$ cat src/rtl/mul_div_unit.sv
// Iterative 32-bit multiply/divide unit producing HI/LO, with MTHI/MTLO write-back.
// Divider datapath and ops 10/11 are compiled in only when MUL_DIV_UNIT_DIV_EN is defined.
module mul_div_unit (
  input  logic        clk,
  input  logic        rst_n,
  input  logic [31:0] a,
  input  logic [31:0] b,
  input  logic [1:0]  op,
  input  logic        start,
  input  logic        hi_we,
  input  logic        lo_we,
  input  logic [31:0] wd,
  output logic [31:0] hi,
  output logic [31:0] lo,
  output logic        busy,
  output logic        done
);

  typedef enum logic [1:0] {IDLE, CALC, FIX} state_t;

  state_t      state_q, state_d;
  logic [5:0]  cnt_q;
  logic        busy_q, busy_d, done_q, done_d;
  logic [31:0] hi_q, lo_q, hi_fix, lo_fix;
  logic [31:0] acc_q, acc_d, mpl_q, mpl_d, opnd_q;
  logic        sign_a_q, sign_b_q;
  logic        accept, op_ok, signed_op, sign_a, sign_b;
  logic [31:0] mag_a, mag_b;
  logic [32:0] mul_sum;
  logic [63:0] prod;
`ifdef MUL_DIV_UNIT_DIV_EN
  logic        is_div_q, bzero_q;
  logic [32:0] div_shift;
  logic [33:0] div_diff;
`endif

  function automatic logic [31:0] abs32(input logic signed [31:0] v);
    return v[31] ? 32'(-v) : 32'(v);
  endfunction

  function automatic logic [31:0] neg32(input logic [31:0] v, input logic en);
    return en ? (~v + 32'd1) : v;
  endfunction

  function automatic logic [63:0] neg64(input logic [63:0] v, input logic en);
    return en ? (~v + 64'd1) : v;
  endfunction

`ifdef MUL_DIV_UNIT_DIV_EN
  assign op_ok = 1'b1;
`else
  assign op_ok = ~op[1];
`endif

  assign accept    = start && (state_q == IDLE) && op_ok;
  assign signed_op = ~op[0];
  assign sign_a    = signed_op & a[31];
  assign sign_b    = signed_op & b[31];
  assign mag_a     = sign_a ? abs32(a) : a;
  assign mag_b     = sign_b ? abs32(b) : b;

  // FSM: state register
  always_ff @(posedge clk or negedge rst_n) begin
    if (!rst_n) begin
      state_q <= IDLE;
      cnt_q   <= '0;
      busy_q  <= 1'b0;
      done_q  <= 1'b0;
    end else begin
      state_q <= state_d;
      busy_q  <= busy_d;
      done_q  <= done_d;
      if (accept)                 cnt_q <= '0;
      else if (state_q == CALC)   cnt_q <= cnt_q + 6'd1;
    end
  end

  // FSM: next state
  always_comb begin
    state_d = state_q;
    case (state_q)
      IDLE:    if (accept) state_d = CALC;
      CALC:    if (cnt_q == 6'd31) state_d = FIX;
      FIX:     state_d = IDLE;
      default: state_d = IDLE;
    endcase
  end

  // FSM: registered outputs
  always_comb begin
    busy_d = (state_d != IDLE);
    done_d = (state_q == FIX);
  end

  // Both ops share {acc, mpl}: acc is the running product high half / remainder,
  // mpl is the multiplier / dividend that turns into the quotient.
  always_comb begin
    mul_sum = {1'b0, acc_q} + (mpl_q[0] ? {1'b0, opnd_q} : 33'd0);
    acc_d   = mul_sum[32:1];
    mpl_d   = {mul_sum[0], mpl_q[31:1]};
`ifdef MUL_DIV_UNIT_DIV_EN
    div_shift = {acc_q, mpl_q[31]};
    div_diff  = {1'b0, div_shift} - {2'b00, opnd_q};
    if (is_div_q) begin
      if (!div_diff[33]) begin
        acc_d = div_diff[31:0];
        mpl_d = {mpl_q[30:0], 1'b1};
      end else begin
        acc_d = div_shift[31:0];
        mpl_d = {mpl_q[30:0], 1'b0};
      end
    end
`endif
  end

  always_ff @(posedge clk) begin
    if (accept) begin
      acc_q    <= '0;
      mpl_q    <= mag_a;
      opnd_q   <= mag_b;
      sign_a_q <= sign_a;
      sign_b_q <= sign_b;
`ifdef MUL_DIV_UNIT_DIV_EN
      is_div_q <= op[1];
      bzero_q  <= (b == 32'd0);
`endif
    end else if (state_q == CALC) begin
      acc_q <= acc_d;
      mpl_q <= mpl_d;
    end
  end

  // Sign fix-up; a zero divisor leaves the magnitude of a as remainder, so HI = a already.
  always_comb begin
    prod   = neg64({acc_q, mpl_q}, sign_a_q ^ sign_b_q);
    hi_fix = prod[63:32];
    lo_fix = prod[31:0];
`ifdef MUL_DIV_UNIT_DIV_EN
    if (is_div_q) begin
      hi_fix = neg32(acc_q, sign_a_q);
      lo_fix = bzero_q ? 32'hFFFF_FFFF : neg32(mpl_q, sign_a_q ^ sign_b_q);
    end
`endif
  end

  always_ff @(posedge clk or negedge rst_n) begin
    if (!rst_n) begin
      hi_q <= '0;
      lo_q <= '0;
    end else if (state_q == FIX) begin
      hi_q <= hi_fix;
      lo_q <= lo_fix;
    end else if (state_q == IDLE && !accept) begin
      if (hi_we) hi_q <= wd;
      if (lo_we) lo_q <= wd;
    end
  end

  assign hi   = hi_q;
  assign lo   = lo_q;
  assign busy = busy_q;
  assign done = done_q;

endmodule

$ cat config.mk
export PLATFORM = sky130hd
export DESIGN_NAME = mul_div_unit
export DESIGN_NICKNAME = d
export VERILOG_FILES = /design/src/rtl/mul_div_unit.sv
export SDC_FILE = /design/constraint.sdc
export NUM_CORES = 1
export LEC_CHECK = 0
export ABC_AREA = 1
export CAP_MARGIN = 15
export CORE_MARGIN = 4
export CORE_UTILIZATION = 57
export CTS_CLUSTER_DIAMETER = 200
export DETAILED_ROUTE_END_ITERATION = 10
export PLACE_DENSITY_LB_ADDON = 0.25
export REMOVE_ABC_BUFFERS = 1
export SETUP_SLACK_MARGIN = 0.15
export SLEW_MARGIN = 40
export SYNTH_ARGS = -nofsm -noshare
export SYNTH_HDL_FRONTEND = slang
export SYNTH_SLANG_ARGS = --single-unit
$ cat constraint.sdc
create_clock -name clk -period 2.6 [get_ports clk]
set_input_delay 0.52 -clock clk [delete_from_list [all_inputs] [get_ports clk]]
set_output_delay 0.52 -clock clk [all_outputs]
set_load 0.02 [all_outputs]
After elaboration in Yosys (flattened, before gate mapping)

Cells that the tools add are included.

Register bits: 172
Input port bits: 103
Output and inout bits: 66
Logic and storage cells: 56

$add $sub $neg: 5
Equality and inequality tests: 3
Muxes and demuxes: 19
Bitwise operators: 6
Reductions and logical operators: 12

Operator list:

| cell                                                | count |
|---|---|
| two-way mux 32 bit                                  | 13 |
| adder 64 x 1 -> 64 bit, second input constant       | 1 |
| two-way mux 64 bit                                  | 1 |
| negator 32 bit                                      | 2 |
| NOT 64 bit                                          | 1 |
| adder 32 x 32 -> 33 bit                             | 1 |
| two-way mux 6 bit                                   | 2 |
| nonzero test 2 bit                                  | 5 |
| adder 6 x 1 -> 6 bit, second input constant         | 1 |
| equality test 6 x 5 -> 1 bit, second input constant | 1 |
| two-way mux 2 bit                                   | 2 |
| one-hot mux 2 bit (2 select lines)                  | 1 |
| AND reduction 2 bit                                 | 2 |
| logical AND 1 bit                                   | 3 |
| bitwise AND 1 bit                                   | 2 |
| equality test 2 x 1 -> 1 bit, second input constant | 1 |
| equality test 2 bit, second input constant          | 1 |
| logical NOT 2 bit                                   | 1 |
| NOT 1 bit                                           | 2 |
| logical NOT 1 bit                                   | 1 |
| bitwise XOR 1 bit                                   | 1 |

Longest topological paths before layout

Word-level depth: 7
Depth in mapped cells: 18
Depth with buffers taken out: 16

Worst setup path before layout

No wires, ideal clock.

Path type: input to register
Start: input port start
End: register mpl_q[13] (data pin)
Setup time: 0.313 ns
Data arrival time: 2.208 ns
Data required time: 2.287 ns
Slack: 0.079 ns
Stages on the path: 6
Path buffers: 1
Cell sequence: inv_1 -> nor2_1 -> nand3_2 -> inv_2 -> clkbuf_1 -> o22ai_1

Longest elaborated chain between the ends: 3

RTL lines:

| item                           | RTL line | text |
|---|---|---|
| start: declaration             | 9        | `input logic start,` |
| logical AND 1 bit (2 in a row) | 55       | `assign accept = start && (state_q == IDLE) && op_ok;` |
| via accept                     | 27       | `logic accept, op_ok, signed_op, sign_a, sign_b;` |
| two-way mux 32 bit             | 117      | `if (accept) begin` |
| end signal: assignment         | 119      | `mpl_q <= mag_a;` |
| end signal: assignment         | 129      | `mpl_q <= mpl_d;` |
| end: declaration               | 25       | `logic [31:0] acc_q, acc_d, mpl_q, mpl_d, opnd_q;` |

The timed path passes the listed nets, and every way through them passes these cells.
A chain may end at the register's enable or synchronous reset.

Worst setup path after layout

Start: register mpl_q[0]
End: register hi_q[24] (netlist: hi[24])

Longest elaborated chain between the ends: 4

RTL lines:

| item                   | RTL line | text |
|---|---|---|
| NOT 64 bit             | 46       | `return en ? (~v + 64'd1) : v;` |
| adder 64 x 1 -> 64 bit | 46       |  |
| two-way mux 64 bit     | 46       |  |
| two-way mux 32 bit     | 150      | `end else if (state_q == FIX) begin` |
| end signal: assignment | 151      | `hi_q <= hi_fix;` |
| end signal: assignment | 154      | `if (hi_we) hi_q <= wd;` |
| end: declaration       | 24       | `logic [31:0] hi_q, lo_q, hi_fix, lo_fix;` |

No other way between the ends.

==> results.py <==
metrics = {
    "outcome": {
        "outcome": "finished clean",
    },
    "timing": {
        "maxSlewHeadroom_pct": 51.1,
        "fmax_mhz": 425,
        "hold_violations": 0,
        "final-max-slew-violation-count": 0,
        "post-route-period-util_pct": 90.5,
        "fin_skew_ns": 0.0191,
        "period_needed_ns": 2.35,
        "worstMarginPinSlew_ns": 0.733,
        "rsz0062_at_grt": "yes",
        "finalSetupViolCount": 0,
    },
    "power": {
        "power_density_nw_per_um2": 1120,
        "swShare_pct": 48.5,
        "seqPwrFrac_pct": 31.1,
        "combinationalPowerShare_pct": 54.9,
        "p_clk_share_pct": 14.0,
        "ir_drop_mv": 0.523,
        "cellInternalPower_mw": 9.37,
        "p_leak_nw": 7.58,
        "p_sw_mw": 8.84,
    },
    "routing": {
        "first_pass_iters": 6,
        "viasPerCell": 5.72,
        "first_iter_violations": 1625,
        "avgRoutedWirePerCell_um": 17.6,
        "drc": 0,
        "routed_wl_um": 44200,
        "detail-route-antenna-nets": 0,
        "num_vias": 14300,
    },
    "place": {
        "hpwl_um": 33500,
        "port_buffers": 168,
        "gp_congestion": 0.976,
        "dp_cells": 2471,
        "placed_cell_area_um2": 15200,
    },
    "finish": {
        "drive_gt1_share_pct": 8.00,
        "finish.net_count": 2351,
        "fin_area_um2": 16200,
        "diodes": 0,
        "syn2layout_area_growth_pct": 23.7,
        "final_cells": 2509,
    },
    "floorplan": {
        "start_util_pct": 57.9,
        "io_pins": 169,
        "rows": 55,
        "die_x_um": 160,
        "die_area_um2": 25500,
        "core_um2": 22600,
        "fp.dieH_um": 160,
    },
    "worst_setup_path": {
        "worstPathCellList": "buf_4 -> buf_4 -> inv_2 -> ha_1 -> nand2_1 -> o21ai_2 -> nand2_2 -> nor2_4 -> nand3_1 -> nand2_1 -> nand3_1 -> a21oi_1",
        "startpoint_type": "flop",
        "cp-end-kind": "flop",
        "worst_ep_required_time_ns": 2.96,
        "worstPathArrival_ns": 2.72,
        "max_stage_delay_ns": 0.38,
        "worst-path-max-fanout": 9,
        "critical_path.slowest_cell": "edfxtp_1",
        "r2r_cells": 12,
        "critPathKind": "reg -> reg",
    },
    "global_routing": {
        "antenna_found_initial": 0,
        "grt_pass1_vias": 13200,
        "grt_overflow_total": 0,
        "grt_pass1_wl_um": 68900,
        "grt_usage_pct": 33.4,
        "grt_max_degree": 63,
    },
    "logic_synthesis": {
        "yosys-top-cells-area": "nand2_1 (16%), edfxtp_1 (15%), dfrtp_1 (14%)",
        "yosysTopAreaCell": "nand2_1",
        "synth.avg_cell_area_um2": 6.41,
        "yosysSeqAreaShare_pct": 34.1,
        "yosys_warnings": 0,
        "ys_types": 43,
        "synth_edf_count": 66,
        "syn_area_um2": 13100,
        "yosys_register_bits": 172,
        "synth.most_common_cell": "nand2_1",
        "postSynthCellCount": 2046,
        "synth_top_area_share_pct": 16.3,
        "ys_top_cells_by_count": "nand2_1 (571), nor2_1 (308), inv_1 (282)",
        "async_reset_ff_share_pct": 43.0,
        "synth_ff_type": "dfrtp_1",
    },
    "job": {
        "maxCapViolCount": 0,
    },
    "clock_tree": {
        "path_clk_slew_ns": 0.07,
        "htreeDepth": 4,
        "holdBufCountCts": 0,
        "insertion_delay_ns": 0.45,
        "cts_max_path_buffers": 2,
        "cts-root-buf": "clkbuf_16",
        "numCtsBuffers": 17,
        "clkSinkCount": 172,
        "cts_tree": "done",
    },
    "min_path": {
        "hold_path.class": "in -> async",
    },
}
sequential cells by signal, indices dropped and copies added (netlist names):
register / flops
cnt_q: 6
opnd_q: 32
state_q: 2
sign_b_q: 1
busy: 1
sign_a_q: 1
acc_q: 32
mpl_q: 32
done: 1
lo: 32
hi: 32
layout by cell type, fill, tap and decap left out, types with 11 or more instances in the layout:
cell / instances
nand3_1: 152
nand3b_1: 13
or2_2: 11
buf_4: 27
nor3_1: 16
nand2_2: 27
nand4_1: 32
nand2_1: 550
clkdlybuf4s50_1: 167
xnor2_1: 13
nor2_1: 298
dfrtp_1: 74
xor2_1: 48
clkbuf_16: 19
edfxtp_1: 66
inv_1: 282
nor2_2: 16
o21ai_0: 98
ha_4: 17
ha_1: 14
a21oi_1: 139
o21bai_1: 15
dfxtp_1: 32
power by group through the flow:
stage | sequential (mW) | clock [mW] | combinational (mW)
finish | 5.66 | 2.55 | 10.0
global route | 5.76 | 2.67 | 11.1
CTS | 5.53 | 2.55 | 9.11
detailed placement | 5.57 | 0 | 9.04
global placement | 5.55 | 0 | 8.80
floorplan | 5.59 | 0 | 5.51
path summary, 6_finish.rpt:
path / end / slack [ns] / from
setup / recovery: hi[24]$_DFFE_PN0P_ / 0.25 / mpl_q[0]$_DFFE_PP_
hold / removal: hi[31]$_DFFE_PN0P_ / 0.04 / rst_n
setup reg to reg: hi[24]$_DFFE_PN0P_ / 0.25 / mpl_q[0]$_DFFE_PP_
hold reg to reg: lo[4]$_DFFE_PN0P_ / 0.49 / lo[4]$_DFFE_PN0P_
max in group asynchronous: busy$_DFF_PN0_ / 1.94 / rst_n
min in group clk: lo[4]$_DFFE_PN0P_ / 0.49 / lo[4]$_DFFE_PN0P_
cells by family after synthesis:
| kind of cell | share of synthesized area, % |
|---|---|
| xor gates and xnor gates | 4.14 |
| and+or+nand+nor | 36.0 |
| adders and majority gates | 3.59 |
| AOI/OAI and AO/OA | 12.0 |
| buffers and inverters | 10.2 |
| DFF | 34.1 |
final cells by class:
type                            count  area [µm²]
Timing Repair Buffer              202        2040
Clock inverter                     14         125
Tap cell                          285         357
Multi-Input combinational cell   1525        7680
Clock buffer                       18         439
Sequential cell                   172        4470
Fill cell                        1942        6420
Inverter                          293        1100
stage by stage:
step	total power, mW	TNS, ns	util (%)	hold WS [ns]	setup slack [ns]
global placement	14.3	0	67.2	0.450	0.0767
CTS	17.2	0	69.7	0.0549	0.187
detailed placement	14.6	0	67.2	0.474	0.00749
global route	19.5	0	71.6	0.0816	0.0998
finish	18.2	0	71.6	0.0416	0.247
floorplan	11.1	-115.76	-	0.224	-1.38
critical path, delay by kind of cell, from the launching register on:
kind | cells | cell delay (ns)
adder cells (fa/ha/maj) | 1 | 0.20
flip-flops | 1 | 0.38
AO/OA/AOI/OAI | 2 | 0.42
buffers and inverters | 3 | 0.44
AND/OR/NAND/NOR | 6 | 0.83
timing repair:
action | in CTS | in global routing
endpoints found under the setup margin | 0 | 27
resized for setup | 0 | 71
buffers inserted | 0 | 4
layer usage:
layer,up-vias,GRT usage [%],routed length (µm)
li1,6908,-,-
met1,6571,48.5,18900
met2,761,50.9,19600
met3,105,5.03,4300
met4,0,12.1,1490
met5,-,0,0
Note: power is estimated with default switching activity, not from simulation.
